--- config.mk ---
export PLATFORM = sky130hd
export DESIGN_NAME = wb_stage
export DESIGN_NICKNAME = d
export VERILOG_FILES = /design/src/rtl/wb_stage_pkg.sv /design/src/rtl/wb_fifo.sv /design/src/rtl/wb_stage.sv
export SDC_FILE = /design/constraint.sdc
export NUM_CORES = 1
export LEC_CHECK = 0
export BUFFER_PORTS_ARGS = -buffer_cell sky130_fd_sc_hd__buf_4
export CORE_MARGIN = 4
export CORE_UTILIZATION = 57
export CTS_BUF_LIST = sky130_fd_sc_hd__clkbuf_8
export CTS_CLUSTER_SIZE = 10
export DETAILED_ROUTE_END_ITERATION = 10
export GPL_TIMING_DRIVEN = 0
export PLACE_DENSITY = 0.83
export SYNTH_ARGS = -nofsm -noshare
export SYNTH_HDL_FRONTEND = slang
export SYNTH_SLANG_ARGS = --single-unit
--- constraint.sdc ---
create_clock -name clk -period 5.95 [get_ports clk]
set_clock_uncertainty 0.05 [all_clocks]
set_input_delay 0.8925 -clock clk [delete_from_list [all_inputs] [get_ports clk]]
set_output_delay 0.8925 -clock clk [all_outputs]
set_load 0.01 [all_outputs]
--- src/rtl/wb_stage_pkg.sv ---
// rtl/wb_stage_pkg.sv - shared register-file dimensions for the write-back path
package wb_stage_pkg;

    localparam int REGISTER_LEN        = 32;  // data width
    localparam int REGFILE_ADDRESS_LEN = 4;   // register index width
    localparam int REGISTER_MEM_SIZE   = 16;  // architectural registers

endpackage

--- src/rtl/wb_fifo.sv ---
// rtl/wb_fifo.sv - collision buffer for write-back items, two pushes and one pop per cycle
//
// Ports:
//   clk, rst                        clock, synchronous active-high reset
//   push0_*/push1_*                 ordered pushes; push1 is only used together with push0
//   pop_i                           retire head entry
//   head_valid_o/dest_o/data_o      oldest entry
//   count_o                         occupied entries
//   valid_o/dest_o                  per-slot occupancy and destination, for hazard tracking
module wb_fifo #(
    parameter int DEPTH = 2,
    parameter int AW    = 4,
    parameter int DW    = 32
) (
    input  logic                         clk,
    input  logic                         rst,
    input  logic                         push0_i,
    input  logic [AW-1:0]                push0_dest_i,
    input  logic [DW-1:0]                push0_data_i,
    input  logic                         push1_i,
    input  logic [AW-1:0]                push1_dest_i,
    input  logic [DW-1:0]                push1_data_i,
    input  logic                         pop_i,
    output logic                         head_valid_o,
    output logic [AW-1:0]                head_dest_o,
    output logic [DW-1:0]                head_data_o,
    output logic [$clog2(DEPTH+1)-1:0]   count_o,
    output logic [DEPTH-1:0]             valid_o,
    output logic [DEPTH-1:0][AW-1:0]     dest_o
);

    localparam int PW = (DEPTH > 1) ? $clog2(DEPTH) : 1;
    localparam int CW = $clog2(DEPTH+1);

    logic [AW-1:0] dest_q [DEPTH];
    logic [DW-1:0] data_q [DEPTH];
    logic [PW-1:0] rd_q;
    logic [PW-1:0] wr_q;
    logic [CW-1:0] count_q;

    // Pointers wrap explicitly so DEPTH need not be a power of two.
    function automatic logic [PW-1:0] ptr_inc(input logic [PW-1:0] p);
        if (int'(p) == DEPTH - 1) return '0;
        return p + PW'(1);
    endfunction

    always_ff @(posedge clk) begin
        if (rst) begin
            rd_q    <= '0;
            wr_q    <= '0;
            count_q <= '0;
        end else begin
            if (push0_i) begin
                dest_q[wr_q] <= push0_dest_i;
                data_q[wr_q] <= push0_data_i;
            end
            if (push1_i) begin
                dest_q[ptr_inc(wr_q)] <= push1_dest_i;
                data_q[ptr_inc(wr_q)] <= push1_data_i;
            end
            if (push1_i)      wr_q <= ptr_inc(ptr_inc(wr_q));
            else if (push0_i) wr_q <= ptr_inc(wr_q);
            if (pop_i)        rd_q <= ptr_inc(rd_q);
            count_q <= count_q + CW'(push0_i) + CW'(push1_i) - CW'(pop_i);
        end
    end

    assign head_valid_o = (count_q != '0);
    assign head_dest_o  = dest_q[rd_q];
    assign head_data_o  = data_q[rd_q];
    assign count_o      = count_q;

    // A slot is live when its distance from the read pointer is below count.
    always_comb begin
        for (int i = 0; i < DEPTH; i++) begin
            valid_o[i] = (((i >= int'(rd_q)) ? (i - int'(rd_q)) : (i + DEPTH - int'(rd_q)))
                          < int'(count_q));
            dest_o[i]  = dest_q[i];
        end
    end

endmodule

--- src/rtl/wb_stage.sv ---
// rtl/wb_stage.sv - merges ALU results and load responses into one register-file write per cycle
//
// Ports:
//   clk, rst                               clock, synchronous active-high reset
//   alu_valid/alu_dest/alu_result          single-cycle ALU result
//   ld_req/ld_dest                         load issue, reserves destination
//   mem_rsp_valid/mem_rsp_data             load data return
//   writeBackEn/Dest_wb/Result_wb          registered register-file write port
//   pending                                registers with an outstanding write
//   stall, ld_busy                         upstream flow control
//   err                                    sticky protocol-violation flag
module wb_stage
    import wb_stage_pkg::*;
#(
    parameter int DEPTH = 2
) (
    input  logic                           clk,
    input  logic                           rst,
    input  logic                           alu_valid,
    input  logic [REGFILE_ADDRESS_LEN-1:0] alu_dest,
    input  logic [REGISTER_LEN-1:0]        alu_result,
    input  logic                           ld_req,
    input  logic [REGFILE_ADDRESS_LEN-1:0] ld_dest,
    input  logic                           mem_rsp_valid,
    input  logic [REGISTER_LEN-1:0]        mem_rsp_data,
    output logic                           writeBackEn,
    output logic [REGFILE_ADDRESS_LEN-1:0] Dest_wb,
    output logic [REGISTER_LEN-1:0]        Result_wb,
    output logic [REGISTER_MEM_SIZE-1:0]   pending,
    output logic                           stall,
    output logic                           ld_busy,
    output logic                           err
);

    localparam int AW = REGFILE_ADDRESS_LEN;
    localparam int DW = REGISTER_LEN;
    localparam int CW = $clog2(DEPTH+1);

    typedef enum logic {LD_IDLE = 1'b0, LD_WAIT = 1'b1} ld_state_e;

    ld_state_e      ld_state_q, ld_state_d;
    logic [AW-1:0]  ld_dest_q, ld_dest_d;
    logic           wb_en_q, wb_en_d;
    logic [AW-1:0]  wb_dest_q, wb_dest_d;
    logic [DW-1:0]  wb_res_q, wb_res_d;
    logic           err_q, err_d;

    logic                      fifo_head_valid;
    logic [AW-1:0]             fifo_head_dest;
    logic [DW-1:0]             fifo_head_data;
    logic [CW-1:0]             fifo_count;
    logic [DEPTH-1:0]          fifo_valid;
    logic [DEPTH-1:0][AW-1:0]  fifo_dest;
    logic                      push0, push1, pop;
    logic [AW-1:0]             push0_dest, push1_dest;
    logic [DW-1:0]             push0_data, push1_data;

    logic                      rsp_acc;
    logic                      drop;
    logic [2:0]                it_v;
    logic [AW-1:0]             it_dest [3];
    logic [DW-1:0]             it_data [3];

    assign rsp_acc = mem_rsp_valid && (ld_state_q == LD_WAIT);

    // Load FSM: a response and a new request in the same WAIT cycle chain directly.
    always_comb begin
        ld_state_d = ld_state_q;
        ld_dest_d  = ld_dest_q;
        case (ld_state_q)
            LD_IDLE: if (ld_req) begin
                ld_state_d = LD_WAIT;
                ld_dest_d  = ld_dest;
            end
            LD_WAIT: if (mem_rsp_valid) begin
                if (ld_req) ld_dest_d = ld_dest;
                else        ld_state_d = LD_IDLE;
            end
            default: ld_state_d = LD_IDLE;
        endcase
    end

    // Candidates in age order: FIFO head, load response, ALU.
    always_comb begin
        it_v       = {alu_valid, rsp_acc, fifo_head_valid};
        it_dest[0] = fifo_head_dest;
        it_data[0] = fifo_head_data;
        it_dest[1] = ld_dest_q;
        it_data[1] = mem_rsp_data;
        it_dest[2] = alu_dest;
        it_data[2] = alu_result;
    end

    // The oldest candidate goes to the output register; the rest queue in
    // order until free space runs out, and anything beyond that is dropped.
    always_comb begin
        int  space;
        int  npush;
        logic taken;
        space      = DEPTH - int'(fifo_count) + (fifo_head_valid ? 1 : 0);
        npush      = 0;
        taken      = 1'b0;
        drop       = 1'b0;
        pop        = 1'b0;
        push0      = 1'b0;
        push1      = 1'b0;
        push0_dest = '0;
        push0_data = '0;
        push1_dest = '0;
        push1_data = '0;
        wb_en_d    = 1'b0;
        wb_dest_d  = wb_dest_q;
        wb_res_d   = wb_res_q;
        for (int i = 0; i < 3; i++) begin
            if (it_v[i]) begin
                if (!taken) begin
                    taken     = 1'b1;
                    wb_en_d   = 1'b1;
                    wb_dest_d = it_dest[i];
                    wb_res_d  = it_data[i];
                    if (i == 0) pop = 1'b1;
                end else if (npush < space) begin
                    if (npush == 0) begin
                        push0      = 1'b1;
                        push0_dest = it_dest[i];
                        push0_data = it_data[i];
                    end else begin
                        push1      = 1'b1;
                        push1_dest = it_dest[i];
                        push1_data = it_data[i];
                    end
                    npush = npush + 1;
                end else begin
                    drop = 1'b1;
                end
            end
        end
    end

    always_comb begin
        err_d = err_q | drop
              | (mem_rsp_valid && (ld_state_q == LD_IDLE))
              | (ld_req && (ld_state_q == LD_WAIT) && !mem_rsp_valid);
    end

    always_ff @(posedge clk) begin
        if (rst) begin
            ld_state_q <= LD_IDLE;
            ld_dest_q  <= '0;
            wb_en_q    <= 1'b0;
            wb_dest_q  <= '0;
            wb_res_q   <= '0;
            err_q      <= 1'b0;
        end else begin
            ld_state_q <= ld_state_d;
            ld_dest_q  <= ld_dest_d;
            wb_en_q    <= wb_en_d;
            wb_dest_q  <= wb_dest_d;
            wb_res_q   <= wb_res_d;
            err_q      <= err_d;
        end
    end

    wb_fifo #(.DEPTH(DEPTH), .AW(AW), .DW(DW)) u_fifo (
        .clk          (clk),
        .rst          (rst),
        .push0_i      (push0),
        .push0_dest_i (push0_dest),
        .push0_data_i (push0_data),
        .push1_i      (push1),
        .push1_dest_i (push1_dest),
        .push1_data_i (push1_data),
        .pop_i        (pop),
        .head_valid_o (fifo_head_valid),
        .head_dest_o  (fifo_head_dest),
        .head_data_o  (fifo_head_data),
        .count_o      (fifo_count),
        .valid_o      (fifo_valid),
        .dest_o       (fifo_dest)
    );

    always_comb begin
        pending = '0;
        if (ld_state_q == LD_WAIT) pending[ld_dest_q] = 1'b1;
        for (int i = 0; i < DEPTH; i++) begin
            if (fifo_valid[i]) pending[fifo_dest[i]] = 1'b1;
        end
        if (wb_en_q) pending[wb_dest_q] = 1'b1;
    end

    assign stall       = (int'(fifo_count) >= DEPTH - 1);
    assign ld_busy     = (ld_state_q == LD_WAIT);
    assign writeBackEn = wb_en_q;
    assign Dest_wb     = wb_dest_q;
    assign Result_wb   = wb_res_q;
    assign err         = err_q;

endmodule

* Yosys cells after proc, flatten, opt, wreduce, memory -nomap -nowiden
Memories as Yosys holds them, arrays and structs flattened. A register that Yosys moved wholly into a read port is not among the register bits.
Cells that the tools add are included.
W data, S select, Z words.
** Word-level totals
- Register bits :: 47
- Bits in writable memories :: 72
- Logic and storage cells :: 164
- Memories kept :: 2
** Memory list
- u_fifo.data_q :: depth 2, width 32, rd ports 1, clocked after memory_dff 1, wr ports 2, RTL line wb_fifo.sv:36 : logic [DW-1:0] data_q [DEPTH];
- u_fifo.dest_q :: depth 2, width 4, rd ports 3, clocked after memory_dff 1, wr ports 2, RTL line wb_fifo.sv:35 : logic [AW-1:0] dest_q [DEPTH];
** Cells by class
- $add $sub $neg :: 11
- Magnitude comparators :: 14
- Equal/unequal tests :: 1
- Mux-type cells :: 108
- Bitwise logic cells :: 7
- Reductions and logical operators :: 12
** Operator list (count)
- $mux W32 :: 17
- $mux W4 :: 18
- $lt A32 B3 Y1 :: 2
- $mux W16 :: 4
- $mux W1 :: 63
- $or A16 B16 Y16 :: 3
- $logic_not A32 Y1 :: 1
- $lt A4 B5 Y1 const B :: 4
- $demux W1 S4 :: 4
- $ge A4 B1 Y1 const B :: 4
- $logic_and A1 B1 Y1 :: 8
- $pmux W4 S2 :: 1
- $add A2 B1 Y2 :: 2
- $add A3 B2 Y4 :: 1
- $lt A1 B4 Y1 const A :: 1
- $lt A2 B4 Y1 :: 1
- $reduce_bool A2 Y1 :: 2
- $sub A1 B1 Y2 const A :: 2
- $add A1 B1 Y1 const B :: 3
- $or A1 B1 Y1 :: 3
- $sub A2 B1 Y3 const A :: 1
- $sub A2 B2 Y3 const A :: 1
- $ge A2 B1 Y1 const B :: 1
- $ne A2 B2 Y1 const B :: 1
- 5 further kinds :: 5

* Longest topological paths before layout
Gate-level depths: netlist (run 1).
- Depth in word-level cells :: 22
- Mapped depth :: 11
- Gate-level depth less buffers :: 10

* Modules after synthesis
A second synthesis (run 1) with hierarchy kept.
** Second synthesis, totals
- Cell total of the unflattened synthesis :: 714
- Area, all modules :: 7305.8 µm²
** By module, submodules not included
- wb_fifo :: instances 1, cells each 222, area each 3742.3 µm², sequential area each 2262.2 µm²
- wb_stage :: instances 1, cells each 492, area each 3563.4 µm², sequential area each 860.8 µm²

* Worst setup path after synthesis (run 1)
Ideal clock, no wire load.
- Kind :: input port to flip-flop
- Start point :: input mem_rsp_valid
- End point :: memory u_fifo.data_q[0][0] (enable)
- Library setup time :: 0.484 ns
- Data arrival time :: 4.281 ns
- Data required time :: 5.416 ns
- Slack :: 1.135 ns
- Cell stages on the path :: 4
- Path buffers :: 1
- Cells stage by stage :: nand2_2 -> clkbuf_1 -> or2_2 -> a211oi_1
** RTL lines
- start: declaration :: RTL line wb_stage.sv:24 : input logic mem_rsp_valid,
- end: declaration :: RTL line wb_fifo.sv:36

* Final worst setup path (run 1)
- Start point :: register u_fifo.count_q[0] (netlist: u_fifo.count_o[0])
- End point :: output pending[3]
** On the way
- Longest elaborated chain between the ends :: 6
- Elaborated cells on any way between the ends :: 7
- Classes of those cells :: 2 x order compare; 3 x mux; 2 x bitwise
** Ends and longest elaborated chain
- start: declaration :: RTL line wb_fifo.sv:39 : logic [CW-1:0] count_q;
- start signal: assignment :: RTL line wb_fifo.sv:64 : count_q <= count_q + CW'(push0_i) + CW'(push1_i) - CW'(pop_i);
- $lt A32 B3 Y1 :: RTL line wb_fifo.sv:77 : < int'(count_q));
- $mux W16 :: RTL line wb_stage.sv:186 : if (fifo_valid[i]) pending[fifo_dest[i]] = 1'b1;
- $or A16 B16 Y16 (no source line)
- $mux W16 (*) :: RTL line wb_stage.sv:186
- $or A16 B16 Y16 (no source line)
- $mux W16 (*) :: RTL line wb_stage.sv:188 : if (wb_en_q) pending[wb_dest_q] = 1'b1;
- end: declaration :: RTL line wb_stage.sv:29 : output logic [REGISTER_MEM_SIZE-1:0] pending,
Every way passes the cells marked *; elsewhere a longest branch is shown, timed or not.

==> summary.txt, run 1 <==
status: finished clean
diodes inserted: 0
Synth Cell Area: 6480 um^2
hold depth: 2
cells after synthesis: 585
commonest cells in the netlist: 106 x a22o_1, 72 x edfxtp_1, 48 x dfxtp_1, 46 x a21oi_1, 42 x mux2i_1
critical path type: flop to output port
die footprint: 13,100 um^2
layout cells sized above 1: 27.0%
P_leak: 3.39 nW
Post-Syn Area per Cell: 11.1 um^2
Clock transition at path regs: 60 ps
HPWL Detailed: 14.3 mm
worst skew pair latency: 460 ps
grt total ovfl: 0
setup repair bufs after CTS: 0
post-CTS resize count: 0
CP required: 5010 ps
FFs w/ async S/R, synth: 0%
CP Capture Type: output port
GRT Total Usage: 31.5%
sum of negative setup slack: 0 ps
Via Count: 6,045
Final Setup Violations: 0
DR WL/cell: 23.3 um
fin crit share: 54.2%
vias in the first global route: 6,004
FF-to-FF path depth: 8
die height: 115 um
Seq cells post-synth: 120
distinct cell type count after synthesis: 54
RSZ-0062 raised after global routing: no
syn nets: 670
largest net degree at the start of global routing: 28
I/O Pins: 133
top-count cell post-synth: a22o_1
Antenna Violating Nets Remaining: 0
top post-synthesis cells by area: edfxtp_1 33%, dfxtp_1 15%, a22o_1 14%, mux2i_1 6.5%, a211oi_1 4.3%
Port-buffer cells: 131
routed vias/inst: 6.78
first-pass GRT wire length: 31.6 mm
arrival time worst endpoint: 2280 ps
layout overhead on the synthesized area: 25.9%
DRT Wirelength: 20.7 mm
Max Freq: 0.310 GHz
r2r startpoint: u_fifo.count_o[0]$_SDFF_PP0_
Num CTS Buffers: 17
CTS sink cnt: 120
Final Wtd Congestion: 0.918
CP startpoint: u_fifo.count_o[0]$_SDFF_PP0_
worst-case clock buffer depth: 2
Starting DRT DRC Count: 757
pwr/cell area: 452 nW/um^2
Die Span X: 115 um
Final Hold Viols: 0
core area: 11,000 um^2
min Tclk post-route: 3230 ps
NumNets Final: 823
count of pins over their slew limit: 0
num rows: 38
Hold Path End: err$_SDFF_PP0_
# DRC: 0
Initial Util: 59.0%
Main synth FF type: edfxtp_1
Slew @ Worst Pin: 925 ps
sequential area share after synthesis: 48.2%
Root Driver: clkbuf_8
Worst R2R End: u_fifo.dest_q[0][1]$_DFFE_PP_
placed cell area: 7720 um^2
Finished Cell Area: 8160 um^2
Synth Warn #: 0
Synth area leader: edfxtp_1
initial antenna violation count: 0
DRT Pass-1 Iters: 8
worst vdd ir: 268 uV
# H-tree levels: 4
CTS tree: built
Hold Crit Class: flop to flop
Max Fanout on Critical Path: 6
max_cap viols: 0
post-synth top area share: 33.4%
CTS hold repair buffers: 0
hold_sp: err$_SDFF_PP0_
Post-synth EDFFs: 72
startpoint types: flop
Slew headroom: 38.1%
R2R Setup Slk: 2780 ps
how the worst max path moves through the flow:
stage and end:
2_1_floorplan u_fifo.data_q[0][0]$_DFFE_PP_, 4_1_cts pending[3], 3_3_place_gp u_fifo.data_q[0][25]$_DFFE_PP_, 3_5_place_dp u_fifo.data_q[0][25]$_DFFE_PP_
6_report pending[3], 5_1_grt pending[2]
cells in the final DEF, fill, tap and decap left out, drive strengths merged, types with 3 or more instances in the layout:
| master | netlist | routed |
|---|---|---|
| buf | 24 | 158 |
| a22o | 106 | 106 |
| edfxtp | 72 | 72 |
| clkbuf | 31 | 49 |
| dfxtp | 48 | 48 |
| a21oi | 47 | 47 |
| mux2i | 42 | 42 |
| and3 | 37 | 37 |
| a211oi | 37 | 37 |
| nor2 | 21 | 21 |
| inv | 9 | 14 |
| nand2b | 11 | 11 |
| nor2b | 10 | 10 |
| nand2 | 10 | 10 |
| nor3 | 8 | 8 |
| o22ai | 7 | 7 |
| ha | 7 | 7 |
| o221ai | 6 | 6 |
| a221o | 6 | 6 |
| nand3b | 5 | 5 |
| bufinv | 0 | 5 |
| nor3b | 4 | 4 |
| or3b | 3 | 3 |
| nand3 | 3 | 3 |
| a31oi | 3 | 3 |
| o21ai | 3 | 3 |
| clkinv | 0 | 3 |
sequential cells by signal, indices dropped and copies added (netlist names), named ones only:
name and count:
u_fifo.data_q 64, Result_wb 32, Dest_wb 4, u_fifo.dest_q 8, u_fifo.rd_q 1, u_fifo.wr_q 1
err 1, u_fifo.count_o 2, writeBackEn 1, ld_dest_q 4, ld_busy 1
kinds of logic after synthesis:
family,share of synthesized area [%]
AO/OA/AOI/OAI,27.5
XOR/XNOR,0.405
multiplexers,6.49
AND/OR/NAND/NOR,11.0
buffers and inverters,4.75
adder cells (fa/ha/maj),1.66
flip-flops,48.2
worst max-delay path, stage by stage (launching register included):
cell	delay, ps
dfxtp_1	500
inv_1	180
o21ai_0	380
nand3_1	240
o311ai_0	340
buf_4	190
power breakdown:
group	switching, mW	leakage (nW)	internal, mW	total [mW]
combinational	0.899	2.07	0.710	1.61
clock	0.324	0.236	0.498	0.822
sequential	0.130	1.08	1.12	1.25
total	1.35	3.39	2.33	3.69
routing by layer:
layer / share of wire (%) / track usage [%] / wire [um] / up-vias
met5: 0 / 0 / 0 / -
met4: 3.5 / 17.0 / 734 / 0
met1: 37 / 39.6 / 7720 / 2860
met2: 48 / 50.8 / 9930 / 470
met3: 11 / 6.45 / 2360 / 76
li1: - / - / - / 2639
through the flow:
step,power [mW],utilization [%],cells,hold WS (ps),setup slack (ps)
after detailed placement,2.84,70.3,859,412,2680
after global routing,3.85,74.3,891,480,2590
final,3.69,74.3,891,426,2720
after floorplan,2.23,-,585,434,1130
after CTS,3.66,74.3,891,423,2770
after global placement,2.77,69.6,856,405,-992
cell type report:
type                    count  area (um^2)
fillers                   768         2820
repair buffers            134         1050
flip-flops and latches    120         3120
clock buffers              18          248
plain buffers              55          274
well taps                 140          175
inverters                   9         33.8
clock inverters            14          190
multi-input cells         401         3070
(Power assumes the default switching activity.)
==> run 2: changes to the inputs <==
==> constraint.sdc (replaced) <==
create_clock -name clk -period 3.2 [get_ports clk]
set_clock_uncertainty 0.05 [all_clocks]
set_input_delay 0.48 -clock clk [delete_from_list [all_inputs] [get_ports clk]]
set_output_delay 0.48 -clock clk [all_outputs]
set_load 0.01 [all_outputs]
==> summary.txt, run 2 (synthesized netlist as in run 1, its figures left out) <==
diodes inserted: 0 (unchanged)
Die Span X: 115 um (unchanged)
DRT Pass-1 Iters: 7 (-1)
CTS sink cnt: 120 (unchanged)
Slew @ Worst Pin: 703 ps (-222 ps)
critical path type: flop to flop
max_cap viols: 0 (unchanged)
Port-buffer cells: 131 (unchanged)
routed vias/inst: 6.73 (-0.79%)
post-CTS resize count: 0 (unchanged)
Max Fanout on Critical Path: 10 (+4)
Max Freq: 0.336 GHz
layout cells sized above 1: 27.3% (+0.27 points)
DR WL/cell: 22.8 um (-2.2%)
CTS tree: built
Antenna Violating Nets Remaining: 0 (unchanged)
Via Count: 5,997 (-0.79%)
initial antenna violation count: 0 (unchanged)
largest net degree at the start of global routing: 22 (-21%)
setup repair bufs after CTS: 0 (unchanged)
die height: 115 um (unchanged)
worst-case clock buffer depth: 2 (unchanged)
core area: 11,000 um^2 (unchanged)
Final Hold Viols: 0 (unchanged)
# DRC: 0 (unchanged)
Initial Util: 59.0% (unchanged)
layout overhead on the synthesized area: 25.6%
num rows: 38 (unchanged)
I/O Pins: 133 (unchanged)
Final Power: 6.72 mW (+82%)
Final Wtd Congestion: 0.886 (-3.5%)
P_leak: 3.38 nW (-0.28%)
Largest register FFs: 64 (unchanged)
HPWL Detailed: 13.9 mm (-2.8%)
Inst Count DP: 859 (unchanged)
first-pass GRT wire length: 31.2 mm (-1.2%)
startpoint types: flop
worst setup margin: 227 ps (-2500 ps)
count of pins over their slew limit: 0 (unchanged)
vias in the first global route: 5,911 (-1.5%)
# H-tree levels: 4 (unchanged)
most frequent cells in the layout: 139 x buf_4, 106 x a22o_1, 72 x edfxtp_1, 48 x dfxtp_1, 46 x a21oi_1
GRT Total Usage: 30.8% (-0.71 points)
status: finished clean
die footprint: 13,100 um^2 (unchanged)
CTS hold repair buffers: 0 (unchanged)
grt total ovfl: 0 (unchanged)
NumNets Final: 823 (unchanged)
worst skew pair latency: 420 ps (-40 ps)
commonest non-fill, non-tap cell in the layout: buf_4
CP required: 3420 ps (-1590 ps)
Final Setup Violations: 0 (unchanged)
Final Instance Count excl. Fillers: 891 (unchanged)
Starting DRT DRC Count: 808 (+6.7%)
worst vdd ir: 550 uV (+110%)
arrival time worst endpoint: 3200 ps (+920 ps)
Clock transition at path regs: 70 ps (about the same)
fin crit share: 92.9%
min Tclk post-route: 2970 ps
Slew headroom: 53.0% (+15 points)
final core utilization: 74.1% (-0.17 points)
Num CTS Buffers: 17 (unchanged)
RSZ-0062 raised after global routing: no
Root Driver: clkbuf_8
Setup WS pre-CTS: 239 ps (-2440 ps)
DRT Wirelength: 20.3 mm (-2.2%)
Hold Crit Class: input port to flop
Reg with most FFs: u_fifo.data_q
CP Capture Type: flop
pwr/cell area: 825 nW/um^2 (+83%)
==> run 2: report_power, final <==
part | switching (mW) | internal [mW] | leakage, nW | total, mW
logic | 1.65 | 1.33 | 2.07 | 2.98
clock network | 0.598 | 0.819 | 0.224 | 1.42
registers | 0.238 | 2.09 | 1.08 | 2.33
total | 2.49 | 4.23 | 3.38 | 6.72
==> run 2: final timing paths <==
check	startpoint	to	slack (ps)	cells past startpoint
setup reg to reg	u_fifo.count_o[0]$_SDFF_PP0_	u_fifo.count_o[0]$_SDFF_PP0_	230	9
hold reg to reg	err$_SDFF_PP0_	err$_SDFF_PP0_	420	2
hold / removal	alu_result[16]	Result_wb[16]$_SDFF_PP0_	240	2
setup / recovery	u_fifo.count_o[0]$_SDFF_PP0_	u_fifo.count_o[0]$_SDFF_PP0_	230	9
==> run 2: layout make-up <==
type / instances / area [um^2]
flip-flops and latches: 120 / 3120
well taps: 140 / 175
fillers: 730 / 2840
multi-input cells: 401 / 3070
repair buffers: 134 / 1050
clock buffers: 20 / 275
inverters: 9 / 33.8
clock inverters: 12 / 136
plain buffers: 55 / 274
==> run 2: critical path: stages, from the launching register on <==
cell and delay, ps:
dfxtp_1 480, inv_1 170, ha_1 230, buf_4 170
inv_2 180, clkbuf_1 520, ha_1 350, inv_1 70
fa_1 440, nor2b_1 160
==> run 2: per-layer routing <==
metal  global-route usage [%]  vias to the layer above  part of all wire [%]
met2                     49.4                      452                    47
li1                         -                     2635                     -
met1                     40.0                     2838                    38
met5                        0                        -                     0
met4                     13.1                        0                   3.3
met3                     7.03                       72                    11
==> run 2: per-stage QoR <==
step,hold WS [ps],instance area (um^2),TNS (ps)
2_1_floorplan,434,6500,0
3_3_place_gp,405,7660,-37360
3_5_place_dp,412,7730,0
4_1_cts,223,8140,0
5_1_grt,219,8140,0
6_report,244,8140,0
